### src/rtl/pc_fetch_ctrl.sv
// pc_fetch_ctrl: owns the architectural PC and sequences FETCH -> WAIT -> EXEC for each instruction.
// Defining PC_FETCH_INSTRET_EN adds the instret_o retired-instruction counter.

module pc_fetch_ctrl #(
   parameter logic [31:0] RESET_PC = 32'h0000_0000,
   parameter int unsigned MAX_WAIT = 15
) (
   input  logic        clk_i,
   input  logic        rst_i,
   input  logic [31:0] next_pc_i,
   input  logic        commit_i,
   input  logic        stall_i,
   output logic        imem_req_o,
   output logic [31:0] imem_addr_o,
   input  logic        imem_ack_i,
   input  logic [31:0] imem_rdata_i,
   output logic [31:0] instr_o,
   output logic        instr_valid_o,
   output logic [31:0] pc_address_o,
   output logic        misalign_trap_o,
   output logic        timeout_err_o
`ifdef PC_FETCH_INSTRET_EN
   ,
   output logic [31:0] instret_o
`endif
);

   localparam logic [1:0] S_FETCH = 2'd0;
   localparam logic [1:0] S_WAIT  = 2'd1;
   localparam logic [1:0] S_EXEC  = 2'd2;
   localparam logic [1:0] S_TRAP  = 2'd3;

   // Last WAIT cycle index; an ack arriving on this cycle still wins over the timeout.
   localparam logic [7:0] WAIT_LAST = 8'(MAX_WAIT - 1);

   logic [1:0]  state_q, state_d;
   logic [31:0] pc_q, pc_d;
   logic [31:0] addr_q, addr_d;
   logic        req_q, req_d;
   logic [31:0] instr_q, instr_d;
   logic        valid_q, valid_d;
   logic        misalign_q, misalign_d;
   logic        timeout_q, timeout_d;
   logic [7:0]  wait_cnt_q, wait_cnt_d;

   always_comb begin
      // NOTE: every _d starts as its _q so no path through the case leaves a variable unassigned (no latches).
      state_d    = state_q;
      pc_d       = pc_q;
      addr_d     = addr_q;
      req_d      = req_q;
      instr_d    = instr_q;
      valid_d    = valid_q;
      misalign_d = misalign_q;
      timeout_d  = timeout_q;
      wait_cnt_d = wait_cnt_q;

      case (state_q)
         S_FETCH: begin
            req_d      = 1'b1;
            addr_d     = pc_q;
            wait_cnt_d = 8'd0;
            state_d    = S_WAIT;
         end
         S_WAIT: begin
            if (imem_ack_i) begin
               instr_d = imem_rdata_i;
               valid_d = 1'b1;
               req_d   = 1'b0;
               state_d = S_EXEC;
            end else if (wait_cnt_q == WAIT_LAST) begin
               timeout_d = 1'b1;
               req_d     = 1'b0;
               state_d   = S_TRAP;
            end else begin
               wait_cnt_d = wait_cnt_q + 8'd1;
            end
         end
         S_EXEC: begin
            // stall overrides commit; a misaligned target traps without touching the PC.
            if (commit_i && !stall_i) begin
               valid_d = 1'b0;
               if (next_pc_i[1:0] != 2'b00) begin
                  misalign_d = 1'b1;
                  state_d    = S_TRAP;
               end else begin
                  pc_d    = next_pc_i;
                  state_d = S_FETCH;
               end
            end
         end
         default: begin
            req_d   = 1'b0;
            valid_d = 1'b0;
         end
      endcase
   end

   always_ff @(posedge clk_i) begin
      // NOTE: sequential state uses non-blocking assignments so every register samples pre-edge values.
      if (rst_i) begin
         state_q    <= S_FETCH;
         pc_q       <= RESET_PC;
         addr_q     <= RESET_PC;
         req_q      <= 1'b0;
         instr_q    <= 32'd0;
         valid_q    <= 1'b0;
         misalign_q <= 1'b0;
         timeout_q  <= 1'b0;
         wait_cnt_q <= 8'd0;
      end else begin
         state_q    <= state_d;
         pc_q       <= pc_d;
         addr_q     <= addr_d;
         req_q      <= req_d;
         instr_q    <= instr_d;
         valid_q    <= valid_d;
         misalign_q <= misalign_d;
         timeout_q  <= timeout_d;
         wait_cnt_q <= wait_cnt_d;
      end
   end

   assign imem_req_o      = req_q;
   assign imem_addr_o     = addr_q;
   assign instr_o         = instr_q;
   assign instr_valid_o   = valid_q;
   assign pc_address_o    = pc_q;
   assign misalign_trap_o = misalign_q;
   assign timeout_err_o   = timeout_q;

`ifdef PC_FETCH_INSTRET_EN
   logic        retire;
   logic [31:0] instret_q;

   assign retire = (state_q == S_EXEC) && commit_i && !stall_i && (next_pc_i[1:0] == 2'b00);

   always_ff @(posedge clk_i) begin
      if (rst_i)       instret_q <= 32'd0;
      else if (retire) instret_q <= instret_q + 32'd1;
   end

   assign instret_o = instret_q;
`else
   // Counter not built; the sequencer above is unchanged.
`endif

endmodule

### config.mk
export PLATFORM = sky130hd
export DESIGN_NAME = pc_fetch_ctrl
export DESIGN_NICKNAME = d
export VERILOG_FILES = /design/src/rtl/pc_fetch_ctrl.sv
export SDC_FILE = /design/constraint.sdc
export NUM_CORES = 1
export LEC_CHECK = 0
export BUFFER_PORTS_ARGS = -buffer_cell sky130_fd_sc_hd__buf_2
export CORE_MARGIN = 1
export CORE_UTILIZATION = 30
export CTS_CLUSTER_DIAMETER = 80
export DETAILED_ROUTE_END_ITERATION = 6
export GPL_TIMING_DRIVEN = 0
export RECOVER_POWER = 100
export SYNTH_ARGS = -nofsm -noshare
export SYNTH_HDL_FRONTEND = slang
export SYNTH_SLANG_ARGS = --single-unit
### constraint.sdc
create_clock -name clk_i -period 1.6 [get_ports clk_i]
set_input_delay 0.16 -clock clk_i [delete_from_list [all_inputs] [get_ports clk_i]]
set_output_delay 0.16 -clock clk_i [all_outputs]
set_load 0.02 [all_outputs]
# Word-level counts from Yosys, hierarchy flattened
# Index checks and enable logic that the tools add are counted.
op_classes:
  mux: 14
  addsub: 1
  n_reduce_logical: 14
  n_eq_ne: 8
  n_bitwise: 4
op_table:
  columns: ["operator", "count"]
  rows:
  - ["$reduce_and 3->1", 6]
  - ["$mux 8", 2]
  - ["$pmux 8 s2", 1]
  - ["$add 8x1->8 const B", 1]
  - ["$eq 8x4->1 const B", 1]
  - ["$mux 2", 4]
  - ["$ne 2x2->1 const B", 4]
  - ["$pmux 1 s3", 2]
  - ["$pmux 2 s3", 1]
  - ["$mux 1", 4]
  - ["$not 1->1", 4]
  - ["$reduce_and 2->1", 2]
  - ["$reduce_bool 2->1", 2]
  - ["$ne 3x3->1 const B", 1]
  - ["$reduce_bool 3->1", 1]
  - ["$eq 2x1->1 const B", 1]
  - ["$eq 2x2->1 const B", 1]
  - ["$logic_not 2->1", 1]
  - ["$logic_and 1x1->1", 1]
  - ["$logic_not 1->1", 1]
totals:
  in_bits: 69
  register_bits: 110
  out_inout_bits: 100
  elab_cells: 50

# Depth between registers and ports, before layout
logic_depth:
  ltp_word: 4
  mapped_depth: 7
  mapped_depth_nobuf: 6

# Least setup slack after synthesis
# No wires, ideal clock.
synth_timing:
  path_type: "register -> register"
  start: "reg state_q[1]"
  end: "reg wait_cnt_q[6]"
  path_stages_with_launch: 7
  setup_slack_ps: -29
  arrival_time_ps: 1555
  period_less_slack_ps: 1629
  path_buffers: 0
  setup_time_ps: 74
  required_time_ps: 1526
  cell_sequence: "dfxtp_1 -> inv_1 -> ha_1 -> and2b_4 -> nand3_1 -> or4_1 -> a31oi_1"
synth_via:
  elab_chain_cells: 3
  elab_cells_between_ends: 7
  classes_between: "eq/ne (3); mux (1); reduce/logical (3)"
synth_lines:
  columns: ["element", "line_no", "rtl"]
  rows:
  - ["start: declaration", "36", "logic [1:0] state_q, state_d;"]
  - ["start signal: assignment", "112", "state_q <= state_d;"]
  - ["$eq 2x1->1 or $logic_not 2->1 (tied branches)", "58", "case (state_q)"]
  - ["$ne 2x2->1 (no source line) or $reduce_bool 2->1 (tied branches)", null, null]
  - ["$reduce_and 3->1 (no source line)", null, null]
  - ["end signal: assignment", "120", "wait_cnt_q <= wait_cnt_d;"]
  - ["end: declaration", "44", "logic [7:0] wait_cnt_q, wait_cnt_d;"]
# Parallel ways exist; a longest one is shown, timed or not.
# A chain may end at the register's enable or synchronous reset.

# Worst setup path after layout
layout_timing:
  start: "reg wait_cnt_q[0]"
  end: "reg state_q[1]"
layout_via:
  elab_chain_cells: 3
layout_lines:
  columns: ["element", "line_no", "rtl"]
  rows:
  - ["$eq 8x4->1", "71", "end else if (wait_cnt_q == WAIT_LAST) begin"]
  - ["$ne 3x3->1 (no source line)", null, null]
  - ["$reduce_and 3->1 (no source line)", null, null]
# Every way passes these cells.

==> results.cfg <==
[synth]
synthMuxAreaShare_pct = 8.40
synth-adder-area-share_pct = 1.84
synth_common_cells = 133 x nand2_1, 110 x dfxtp_1, 70 x a21oi_1
synth_most_common_cell = nand2_1
synth-compound-area-share_pct = 11.5
synth_cells = 476
ys_ff_latch = 110
ys_async_sr_fraction_pct = 0
syn_nets = 551
synth_top_family_by_area = simple AND/OR/NAND/NOR gates
synthSimpleGateAreaFrac_pct = 20.6
ys_warn_count = 0
yosysTopAreaCell = dfxtp_1
synth-edff-count = 0
seq_area_frac_synth_pct = 54.0
synth_xor_area_share_pct = 0
syn_area_per_cell_um2 = 8.57
syn_area_um2 = 4080
yosys_most_used_dff = dfxtp_1
synth_top_area_share_pct = 54.0
synth_cell_types = 38
yosys-top-cells-area = dfxtp_1 54%, nand2_1 12%, a21oi_1 8.6%

[power_and_ir_drop]
pwr_density_cell_nw_per_um2 = 1300
p_leak_nw = 2.14
ir_drop_uv = 777
power_mw = 7.08

[die]
design.core.area_um2 = 13200
num_rows = 42
start_util_pct = 30.8
die_y_um = 119
io-pin-count = 169
die_x_um = 119
die_area_um2 = 14100

[placement]
portBuffers = 168
dp_slack_ns = -0.484
globalplace.congestion = 0.851
dp_hpwl_mm = 8.89
dp_cells = 820

[min_path]
whs_path_depth = 3
hold_path_class = in2reg

[finish]
fin_cells = 839
postLayoutCoreUtil_pct = 41.2
drive_gt1_share_pct = 19.6
multi_input_area_um2 = 1800
diodes = 0
nNetsFinal = 733
fillerInstances = 1411
syn_to_final_growth_pct = 33.6
regArea_um2 = 2210

[setup_path]
cp-startpoint = wait_cnt_q[0]
cp.required_ns = 1.86
reg2reg_from = wait_cnt_q[0]
rrSetupSlack_ns = -0.10
worst-setup-path-type = reg2reg
reg2reg_depth = 6
worst_setup_path_end_kind = flip-flop
regToRegEndpoint = state_q[1]
crit_fanout = 3
cp.arrival_ns = 1.96
cp-endpoint = state_q[1]
start_kind = flip-flop

[global_route]
grt_overflow = 0
grt_pass1_vias = 3837
grt_pass1_wl_mm = 18.7
grt_max_degree = 17
antenna_found_initial = 0
track_usage_pct = 17.1

[clock_tree]
clk_transition_reported_paths_ns = 0.07
insertion_delay_ns = 0.35
cts_buffers = 9
cts_tree = built
ctsHtreeMaxLevel = 3
cts_root_buf = clkbuf_16
hold_buffers = 0
clock_sinks = 110
clk_path_buf_depth = 2

[status]
status = finished with violations
violations = negative setup slack

[sta]
fmax_mhz = 587
fin_ws_ns = -0.104
fin_crit_ns = 1.70
setup_violations = 5
fin_setup_tns_ns = -0.306
slew_violations = 0
finalCritPeriodShare_pct = 107
rsz0062_at_grt = yes
relSlewSlack_pct = 59.9
tightest_slew_ns = 0.602
hold_viol_final = 0
fin_skew_ns = 0.00575

[detailed_routing]
firstDrtPassIters = 4
routedWlPerCell_um = 14.2
drt_iter0_markers = 105
via_count = 3891
drc_errors = 0
routed_wl_mm = 11.9
ant_nets = 0
vias_per_cell = 4.64

[job]
cap_violations = 0
[state kept, by name, summed over array words and instances (netlist names)]
name / count
instr_o: 32
imem_req_o: 1
timeout_err_o: 1
pc_address_o: 32
instr_valid_o: 1
misalign_trap_o: 1
state_q: 2
wait_cnt_q: 8
imem_addr_o: 32
[power by group]
part | internal [mW] | leakage (nW) | switching (mW)
sequential | 2.91 | 0.892 | 0.113
clock | 1.18 | 0.142 | 0.976
combinational | 0.757 | 1.10 | 1.14
total | 4.85 | 2.14 | 2.23
[cell families (layout without fill, tap and decap cells)]
family | Yosys count | after routing
AO/OA/AOI/OAI | 86 | 86
flip-flops | 110 | 110
multiplexers | 34 | 34
AND/OR/NAND/NOR | 202 | 202
adder cells (fa/ha/maj) | 6 | 6
buffers and inverters | 38 | 225
[timing repair]
action / CTS / global route
endpoints found under the setup margin: 102 / 85
cloned: 0 / 0
setup buffers: 2 / 4
pin swaps: 2 / 3
gates resized for setup: 24 / 22
[cell usage in the layout, fill, tap and decap left out, drive strengths merged]
| cell | Yosys | final |
|---|---|---|
| nand3 | 6 | 6 |
| o41a | 1 | 1 |
| nand2b | 4 | 4 |
| nor2b | 2 | 2 |
| nand4bb | 1 | 1 |
| a211oi | 1 | 1 |
| o32a | 1 | 1 |
| clkinvlp | 0 | 1 |
| nor3 | 2 | 2 |
| and2b | 2 | 2 |
| mux2 | 2 | 2 |
| a21oi | 70 | 70 |
| and2 | 1 | 1 |
| o21ai | 3 | 3 |
| ha | 6 | 6 |
| or4b | 1 | 1 |
| o311ai | 2 | 2 |
| and3 | 1 | 1 |
| buf | 5 | 78 |
| or4 | 2 | 2 |
| dfxtp | 110 | 110 |
| o41ai | 1 | 1 |
| or3 | 2 | 2 |
| clkinv | 0 | 2 |
| nor2 | 40 | 40 |
| mux2i | 32 | 32 |
| nand4 | 1 | 1 |
| clkbuf | 26 | 137 |
| nand2 | 133 | 133 |
| a31oi | 3 | 3 |
| nor3b | 3 | 3 |
| inv | 7 | 7 |
| nor4 | 1 | 1 |
| o21a | 2 | 2 |
| o21bai | 1 | 1 |
| o31ai | 1 | 1 |
[stage by stage]
step,cell area [um2],hold slack (ns)
3_3_place_gp,5140,0.401
4_1_cts,5490,0.0235
5_1_grt,5450,0.0255
3_5_place_dp,5140,0.405
6_report,5450,0.0436
2_1_floorplan,4080,0.296
[layout make-up]
class	instances	area share [%]
clock buffer	13	4.96
timing repair buffer	174	14.0
multi-input combinational	328	33.0
clock inverter	3	0.321
inverter	7	0.482
buffer	28	2.62
tap	176	4.04
sequential	110	40.6
[per-layer routing]
metal / part of all wire [%] / track usage (%) / wire [um]
met5: 0 / 0 / 0
met4: 1.6 / 6.57 / 195
met3: 6.1 / 4.58 / 732
met2: 49 / 29.6 / 5880
met1: 43 / 20.0 / 5140
[how the worst min path moves through the flow]
stage,from,endpoint
2_1_floorplan,imem_rdata_i[0],instr_o[0]
3_3_place_gp,imem_rdata_i[28],instr_o[28]
3_5_place_dp,imem_rdata_i[5],instr_o[5]
4_1_cts,imem_rdata_i[5],instr_o[5]
5_1_grt,imem_rdata_i[5],instr_o[5]
6_report,imem_rdata_i[25],instr_o[25]
[worst max-delay path, cell delays in order, from the launching register on]
cell and delay [ns]:
dfxtp_2 0.33, inv_2 0.06, ha_4 0.12, nand4bb_1 0.12, o41a_1 0.40, or4b_4 0.51
o31ai_2 0.07
No activity file was read; power rests on OpenSTA's default activity.
